File: config.mk
export PLATFORM = sky130hd
export DESIGN_NAME = elevator_call_dispatcher
export DESIGN_NICKNAME = d
export VERILOG_FILES = /design/src/rtl/elevator_call_dispatcher.sv
export SDC_FILE = /design/constraint.sdc
export NUM_CORES = 1
export LEC_CHECK = 0
export ABC_AREA = 1
export CAP_MARGIN = 20
export CORE_MARGIN = 1.5
export CORE_UTILIZATION = 53
export CTS_BUF_LIST = sky130_fd_sc_hd__clkbuf_2
export CTS_CLUSTER_SIZE = 40
export DETAILED_ROUTE_END_ITERATION = 12
export HOLD_SLACK_MARGIN = 0.12
export PLACE_DENSITY = 0.82
export SLEW_MARGIN = 40
export SYNTH_ARGS = -nofsm -noshare
export SYNTH_HDL_FRONTEND = slang
export SYNTH_SLANG_ARGS = --single-unit
File: constraint.sdc
create_clock -name clk -period 3.57 [get_ports clk]
set_clock_uncertainty 0.2 [all_clocks]
set_input_delay 1.071 -clock clk [delete_from_list [all_inputs] [get_ports clk]]
set_output_delay 1.071 -clock clk [all_outputs]
set_load 0.02 [all_outputs]
File: src/rtl/elevator_call_dispatcher.sv
// SCAN call dispatcher: latches cabin and hall calls and steers the elevator
// core toward the next floor to serve in the current sweep direction.
module elevator_call_dispatcher #(
  parameter int unsigned BUTTONS_WIDTH = 8,
  parameter int unsigned LEVEL_WIDTH   = 3
) (
  input  logic                     clk,
  input  logic                     reset,
  input  logic [BUTTONS_WIDTH-1:0] btn_in,
  input  logic [BUTTONS_WIDTH-1:0] btn_up_out,
  input  logic [BUTTONS_WIDTH-1:0] btn_down_out,
  input  logic [LEVEL_WIDTH-1:0]   current_level,
  input  logic                     at_floor,
  input  logic                     serve_done,
  input  logic                     overload,
  output logic [BUTTONS_WIDTH-1:0] pend_in,
  output logic [BUTTONS_WIDTH-1:0] pend_up,
  output logic [BUTTONS_WIDTH-1:0] pend_down,
  output logic [LEVEL_WIDTH-1:0]   target_level,
  output logic                     move_up,
  output logic                     move_down,
  output logic                     stop_req,
  output logic                     direction
);
  localparam int unsigned BW = BUTTONS_WIDTH;
  localparam int unsigned LW = LEVEL_WIDTH;
  localparam logic [LW-1:0] TOP        = LW'(BW - 1);
  localparam logic [BW-1:0] UP_VALID   = {1'b0, {(BW-1){1'b1}}};
  localparam logic [BW-1:0] DOWN_VALID = {{(BW-1){1'b1}}, 1'b0};

  typedef enum logic [1:0] {IDLE, UP, DOWN, SERVE} state_t;

  state_t        state, state_nxt;
  logic [LW-1:0] lvl, target_nxt, up_target, down_target;
  logic [BW-1:0] above_m, below_m, at_m, any_raw;
  logic [BW-1:0] clr_in, clr_up, clr_down;
  logic [BW-1:0] eff_in, eff_up, eff_down, any_eff, up_cand, down_cand;
  logic          req_above, req_below, req_here, accept, ahead, dir_nxt;
  logic          up_found, down_found;

  assign lvl = (32'(current_level) >= BW) ? TOP : current_level;

  // Floor masks relative to the cabin position
  always_comb begin
    above_m = '0;
    below_m = '0;
    at_m    = '0;
    for (int f = 0; f < int'(BW); f++) begin
      above_m[f] = LW'(f) > lvl;
      below_m[f] = LW'(f) < lvl;
      at_m[f]    = LW'(f) == lvl;
    end
  end

  assign any_raw   = pend_in | pend_up | pend_down;
  assign req_above = |(any_raw & above_m);
  assign req_below = |(any_raw & below_m);

  // Calls retired by an accepted stop; the opposite hall call goes too when the sweep ends here
  always_comb begin
    clr_in   = '0;
    clr_up   = '0;
    clr_down = '0;
    accept   = (state == SERVE) && serve_done && !overload;
    if (accept) begin
      clr_in = at_m;
      if (lvl == TOP || lvl == '0) begin
        clr_up   = at_m;
        clr_down = at_m;
      end else if (direction) begin
        clr_up = at_m;
        if (!req_above) clr_down = at_m;
      end else begin
        clr_down = at_m;
        if (!req_below) clr_up = at_m;
      end
    end
  end

  assign eff_in   = pend_in & ~clr_in;
  assign eff_up   = pend_up & ~clr_up;
  assign eff_down = pend_down & ~clr_down;
  assign any_eff  = eff_in | eff_up | eff_down;
  assign req_here = |(any_eff & at_m);

  // Nearest call ahead in each sweep, else the far end of all outstanding calls
  always_comb begin
    up_cand     = (eff_in | eff_up) & (above_m | (at_floor ? at_m : '0));
    down_cand   = (eff_in | eff_down) & (below_m | (at_floor ? at_m : '0));
    up_target   = lvl;
    down_target = lvl;
    up_found    = 1'b0;
    down_found  = 1'b0;
    for (int f = int'(BW) - 1; f >= 0; f--) begin
      if (up_cand[f]) begin
        up_target = LW'(f);
        up_found  = 1'b1;
      end
    end
    for (int f = 0; f < int'(BW); f++) begin
      if (down_cand[f]) begin
        down_target = LW'(f);
        down_found  = 1'b1;
      end
    end
    if (!up_found) begin
      for (int f = 0; f < int'(BW); f++) begin
        if (any_eff[f]) up_target = LW'(f);
      end
    end
    if (!down_found) begin
      for (int f = int'(BW) - 1; f >= 0; f--) begin
        if (any_eff[f]) down_target = LW'(f);
      end
    end
  end

  always_comb begin
    state_nxt  = state;
    dir_nxt    = direction;
    target_nxt = target_level;
    ahead      = direction ? req_above : req_below;
    case (state)
      IDLE: begin
        target_nxt = lvl;
        if (req_here && at_floor) begin
          state_nxt = SERVE;
        end else if (req_above && req_below) begin
          state_nxt  = direction ? UP : DOWN;
          target_nxt = direction ? up_target : down_target;
        end else if (req_above) begin
          state_nxt  = UP;
          dir_nxt    = 1'b1;
          target_nxt = up_target;
        end else if (req_below) begin
          state_nxt  = DOWN;
          dir_nxt    = 1'b0;
          target_nxt = down_target;
        end
      end
      UP: begin
        target_nxt = up_target;
        if (at_floor && up_target == lvl) begin
          state_nxt  = SERVE;
          target_nxt = lvl;
        end else if (!req_above) begin
          state_nxt  = IDLE;
          target_nxt = lvl;
        end
      end
      DOWN: begin
        target_nxt = down_target;
        if (at_floor && down_target == lvl) begin
          state_nxt  = SERVE;
          target_nxt = lvl;
        end else if (!req_below) begin
          state_nxt  = IDLE;
          target_nxt = lvl;
        end
      end
      SERVE: begin
        target_nxt = lvl;
        if (accept) begin
          if (ahead) begin
            state_nxt  = direction ? UP : DOWN;
            target_nxt = direction ? up_target : down_target;
          end else begin
            dir_nxt = ~direction;
            if (direction ? req_below : req_above) begin
              state_nxt  = direction ? DOWN : UP;
              target_nxt = direction ? down_target : up_target;
            end else begin
              state_nxt = IDLE;
            end
          end
        end
      end
      default: state_nxt = IDLE;
    endcase
  end

  always_ff @(posedge clk or posedge reset) begin
    if (reset) begin
      state        <= IDLE;
      pend_in      <= '0;
      pend_up      <= '0;
      pend_down    <= '0;
      target_level <= '0;
      move_up      <= 1'b0;
      move_down    <= 1'b0;
      stop_req     <= 1'b0;
      direction    <= 1'b1;
    end else begin
      state        <= state_nxt;
      pend_in      <= eff_in | btn_in;
      pend_up      <= eff_up | (btn_up_out & UP_VALID);
      pend_down    <= eff_down | (btn_down_out & DOWN_VALID);
      target_level <= target_nxt;
      move_up      <= (state_nxt == UP);
      move_down    <= (state_nxt == DOWN);
      stop_req     <= (state_nxt == SERVE);
      direction    <= dir_nxt;
    end
  end
endmodule

==> results of run 1 <==
## synthesized netlist by cell type (3+ instances only)
library cell / instances / area share
nand3_1: 22 / 0.039
a21oi_1: 7 / 0.012
nand4_1: 4 / 0.0088
inv_2: 5 / 0.0066
o21ai_2: 10 / 0.031
nor3_1: 4 / 0.0070
nor2_2: 4 / 0.0088
nand3_2: 3 / 0.011
nand2_1: 177 / 0.23
o21ai_1: 10 / 0.018
o21ai_0: 17 / 0.030
o211ai_1: 6 / 0.016
nand2_2: 8 / 0.018
dfrtp_1: 32 / 0.28
o22ai_1: 3 / 0.0066
inv_1: 80 / 0.11
nor2_1: 57 / 0.075
## through the flow
step | util | area (sq um) | setup WS (ps) | TNS, ps | hold slack [ps]
after floorplan | - | 2850 | 1.31 | 0 | 351
after global placement | 0.822 | 4230 | -848 | -7040 | 312
after detailed placement | 0.822 | 4230 | -1030 | -8160 | 339
after CTS | 0.897 | 4610 | -188 | -666 | 355
## cell families after synthesis
logic type | after synthesis | share of synthesized area
simple gates | 287 | 0.424
buf+inv | 91 | 0.126
compound gates | 68 | 0.159
flops | 33 | 0.290
## timing repair
item	in CTS
pin swaps	31
hold endpoints to repair	0
cloned	1
resized for setup	56
setup endpoints to repair	9
buffers inserted	29
==> flow_summary_export.csv, run 1 <==
group,metric,value,unit
die,pin_count,63,
cts,htree_levels,2,
yosys,synthesis.nets,511,
yosys,yosysSeqAreaShare,0.290,
placement,placed_cells,700,
cts,ctsHoldBuffers,0,
die,initial_core_util,0.555,
yosys,synth_edf_count,0,
yosys,yosysUniqueCellTypes,39,
placement,port_buffers,60,
die,die_h,76.3,um
sta,grt_worst_setup_endpoint,"move_down$_DFF_PP0_/D",
die,rows,26,
cts,cts_sinks,33,
cts,cts_buffers,5,
die,die_w,76.3,um
yosys,netlist_area,0.00285,sq mm
sta,endpoint_type,"register data pin",
cts,cts_root_buffer,"clkbuf_2",
yosys,ys_seq_elements,33,
run_status,error,"[ERROR DPL-0038] Utilization greater than 100%, impossible to legalize",
yosys,async_flop_share,1.00,
global_routing,grt_start_max_net_pins,34,
yosys,syn_avg_cell_area,5.95,sq um
placement,dpl.hpwl,8460,um
yosys,synthCells,479,
run_status,lastStage,"global routing (5_1_grt)",
placement,place_congestion,1.02,
run_status,status,"aborted with a tool error",
yosys,yosys_warnings,0,
cts,clk_path_buf_depth,2,
yosys,synth_ff_type,"dfrtp_1",
==> run 2, diff against run 1 <==
- CORE_UTILIZATION: 53 -> 40
- CTS_BUF_LIST: sky130_fd_sc_hd__clkbuf_2 -> not set
- CTS_CLUSTER_SIZE: 40 -> not set
- HOLD_SLACK_MARGIN: 0.12 -> not set
- PLACE_DENSITY: 0.82 -> not set
- PLACE_DENSITY_LB_ADDON: not set -> 0.15
==> run 2 against run 1 <==
Compared with the run above: the flow now finishes, with violations (setup timing); area after synthesis stayed put; synthesized cell count stayed put.
==> flow_summary_export.csv, run 2 <==
group,metric,value,unit
sta,finalSetupViolCount,9,
placement,dpl-instance-area,0.00426,sq mm
yosys,synth_top_area_frac,0.281,
worst_setup_path,critical_path_arrival,3800,ps
sta,hold_violations,0,
layout,stdcell_count,772,
power_and_ir_drop,p_per_area,355,mW/mm^2
layout,reg_top3,"pend_down (8), pend_in (8), pend_up (8)",
global_routing,grt_overflow,0,
die,rows,30,
layout,final_area,0.00505,sq mm
worst_setup_path,cp.depth,32,
cts,cts_root_buffer,"clkbuf_8",
yosys,yosysSeqAreaShare,0.290,
placement,place_congestion,0.958,
run_status,status,"complete, but fails checks",
worst_setup_path,crit_path_frequent_cell,"nand2_1",
layout,multiInputGateArea,0.00203,sq mm
yosys,synthCells,479,
power_and_ir_drop,ir_drop,0.383,mV
yosys,yosys-top-cells-area,"dfrtp_1 (28%), nand2_1 (23%), inv_1 (11%)",
yosys,ys_seq_elements,33,
hold_path,hp-class,"reg2reg",
yosys,syn_avg_cell_area,5.95,sq um
placement,dpl.hpwl,8020,um
sta,fmax,0.261,GHz
die,die-area,0.00764,sq mm
worst_setup_path,cpMaxStageDelayCell,"nor2_4",
worst_setup_path,critical_path.max_fanout,7,
routing,drt_iter0_markers,362,
die,die_w,87.4,um
routing,ant_nets,0,
cts,cts.clk_slew.worst_paths,80,ps
worst_setup_path,cpLargestDelayFamily,"simple AND/OR/NAND/NOR gates",
layout,fillers,591,
layout,n_antenna_cell,0,
yosys,synthesis.nets,511,
routing,drc,0,
yosys,async_flop_share,1.00,
yosys,yosys.cell_count.top_type,"nand2_1",
worst_setup_path,r2r_cells,24,
yosys,synth_ff_type,"dfrtp_1",
routing,vias_per_cell,4.98,
die,core,0.00683,sq mm
global_routing,grt_pass1_wl,17300,um
sta,period_share,1.07,
sta,maxSlewViolCount,0,
sta,rsz0062_at_grt,"yes",
hold_path,hold_depth,2,
sta,worstMarginPinSlew,639,ps
worst_setup_path,critical_path_class,"in2reg",
die,die_h,87.4,um
worst_setup_path,start_kind,"primary input",
placement,dpl_worst_slack,-1080,ps
cts,ctsHoldBuffers,0,
layout,layout-drive-gt1-share,0.398,
cts,cts_buffers,5,
die,pin_count,63,
run_status,violations,"setup timing",
cts,htree_levels,2,
layout,mostFrequentLayoutCells,"nand2_1 (142), buf_4 (126), inv_1 (71)",
layout,area_growth,77.3,%
global_routing,grt_start_max_net_pins,34,
sta,post-route-min-period,3830,ps
die,initial_core_util,0.417,
placement,placed_cells,726,
routing,routed_wl,10900,um
power_and_ir_drop,power.leakage,2.58,nW
worst_setup_path,cp_num_buf_inv,4,
yosys,yosys_warnings,0,
routing,dr.pass1.iters,5,
cts,clk_path_buf_depth,2,
layout,seqCellArea,827,sq um
routing,wl_per_cell,14.2,um
layout,layout_commonest_cell,"nand2_1",
cts,cts_tree,"yes",
sta,layout_setup_ws,-261,ps
yosys,synth_edf_count,0,
worst_setup_path,critical-path-max-stage-delay,150,ps
routing,num_vias,3845,
yosys,netlist_area,0.00285,sq mm
yosys,yosysUniqueCellTypes,39,
run,drv_cap,0,
cts,cts_sinks,33,
cts,clk_latency,290,ps
sta,slew_headroom,0.573,
global_routing,antenna_found_initial,0,
worst_setup_path,worstPathRequired,3540,ps
sta,tns,-1510,ps
placement,port_buffers,60,
sta,whs,354,ps
yosys,yosysTopAreaCell,"dfrtp_1",
yosys,synth_common_cells,"nand2_1 (177), inv_1 (80), nor2_1 (57)",
worst_setup_path,worstSetupEndpointType,"flop",
global_routing,grt_pass1_vias,3640,
global_routing,grt_usage,0.294,
layout,final_nets,707,
-- run 2: cell counts after synthesis --
Identical to the previous run, type by type.
-- run 2: worst paths after layout --
check / startpoint / to / slack, ps
max: current_level[2] / target_level[0] / -260
min: direction / direction / 350
max reg2reg: pend_in[0] / target_level[0] / 190
min reg2reg: direction / direction / 350
max in group asynchronous: reset / direction / 1860
min in group asynchronous: reset / pend_in[6] / 980
-- run 2: metrics by stage --
stage	util	power (mW)
finish	0.740	1.79
floorplan	-	0.962
global route	0.740	1.91
detailed placement	0.623	1.33
CTS	0.711	1.73
global placement	0.623	1.32
-- run 2: worst reg2reg max path, delay by kind of cell (launching register included) --
kind,cells,cell delay [ps]
AOI/OAI and AO/OA,4,530
buffers and inverters,3,340
DFF,1,420
and+or+nand+nor,17,1770
-- run 2: power by group --
part	internal, mW	leakage [nW]	switching [mW]	total, mW
clock network	0.135	0.0450	0.149	0.285
logic	0.437	2.21	0.575	1.01
registers	0.441	0.322	0.0544	0.496
-- run 2: repair_timing --
item / 4_1_cts / 5_1_grt
setup endpoints to repair: 9 / 10
gates resized for setup: 107 / 47
buffers inserted: 33 / 9
pin swaps: 58 / 45
-- run 2: metal layers --
metal	global-route usage	vias to the layer above	part of all wire
li1	-	1886	-
met1	0.389	1739	0.43
met2	0.493	185	0.47
met3	0.0427	35	0.071
met4	0.0866	0	0.025
met5	0	-	0
-- run 2: layout make-up --
class / instances / area share
clock buffer: 6 / 0.0144
clock inverter: 2 / 0.00198
tap: 96 / 0.0238
inverter: 85 / 0.0656
sequential: 33 / 0.164
timing repair buffer: 195 / 0.330
multi-input combinational: 355 / 0.401
-- run 2: kinds of logic after synthesis --
family | Yosys count | share of synthesized area
AND/OR/NAND/NOR | 287 | 0.424
buffers and inverters | 91 | 0.126
AO/OA/AOI/OAI | 68 | 0.159
flip-flops | 33 | 0.290
Note: power is estimated with default switching activity, not from simulation.
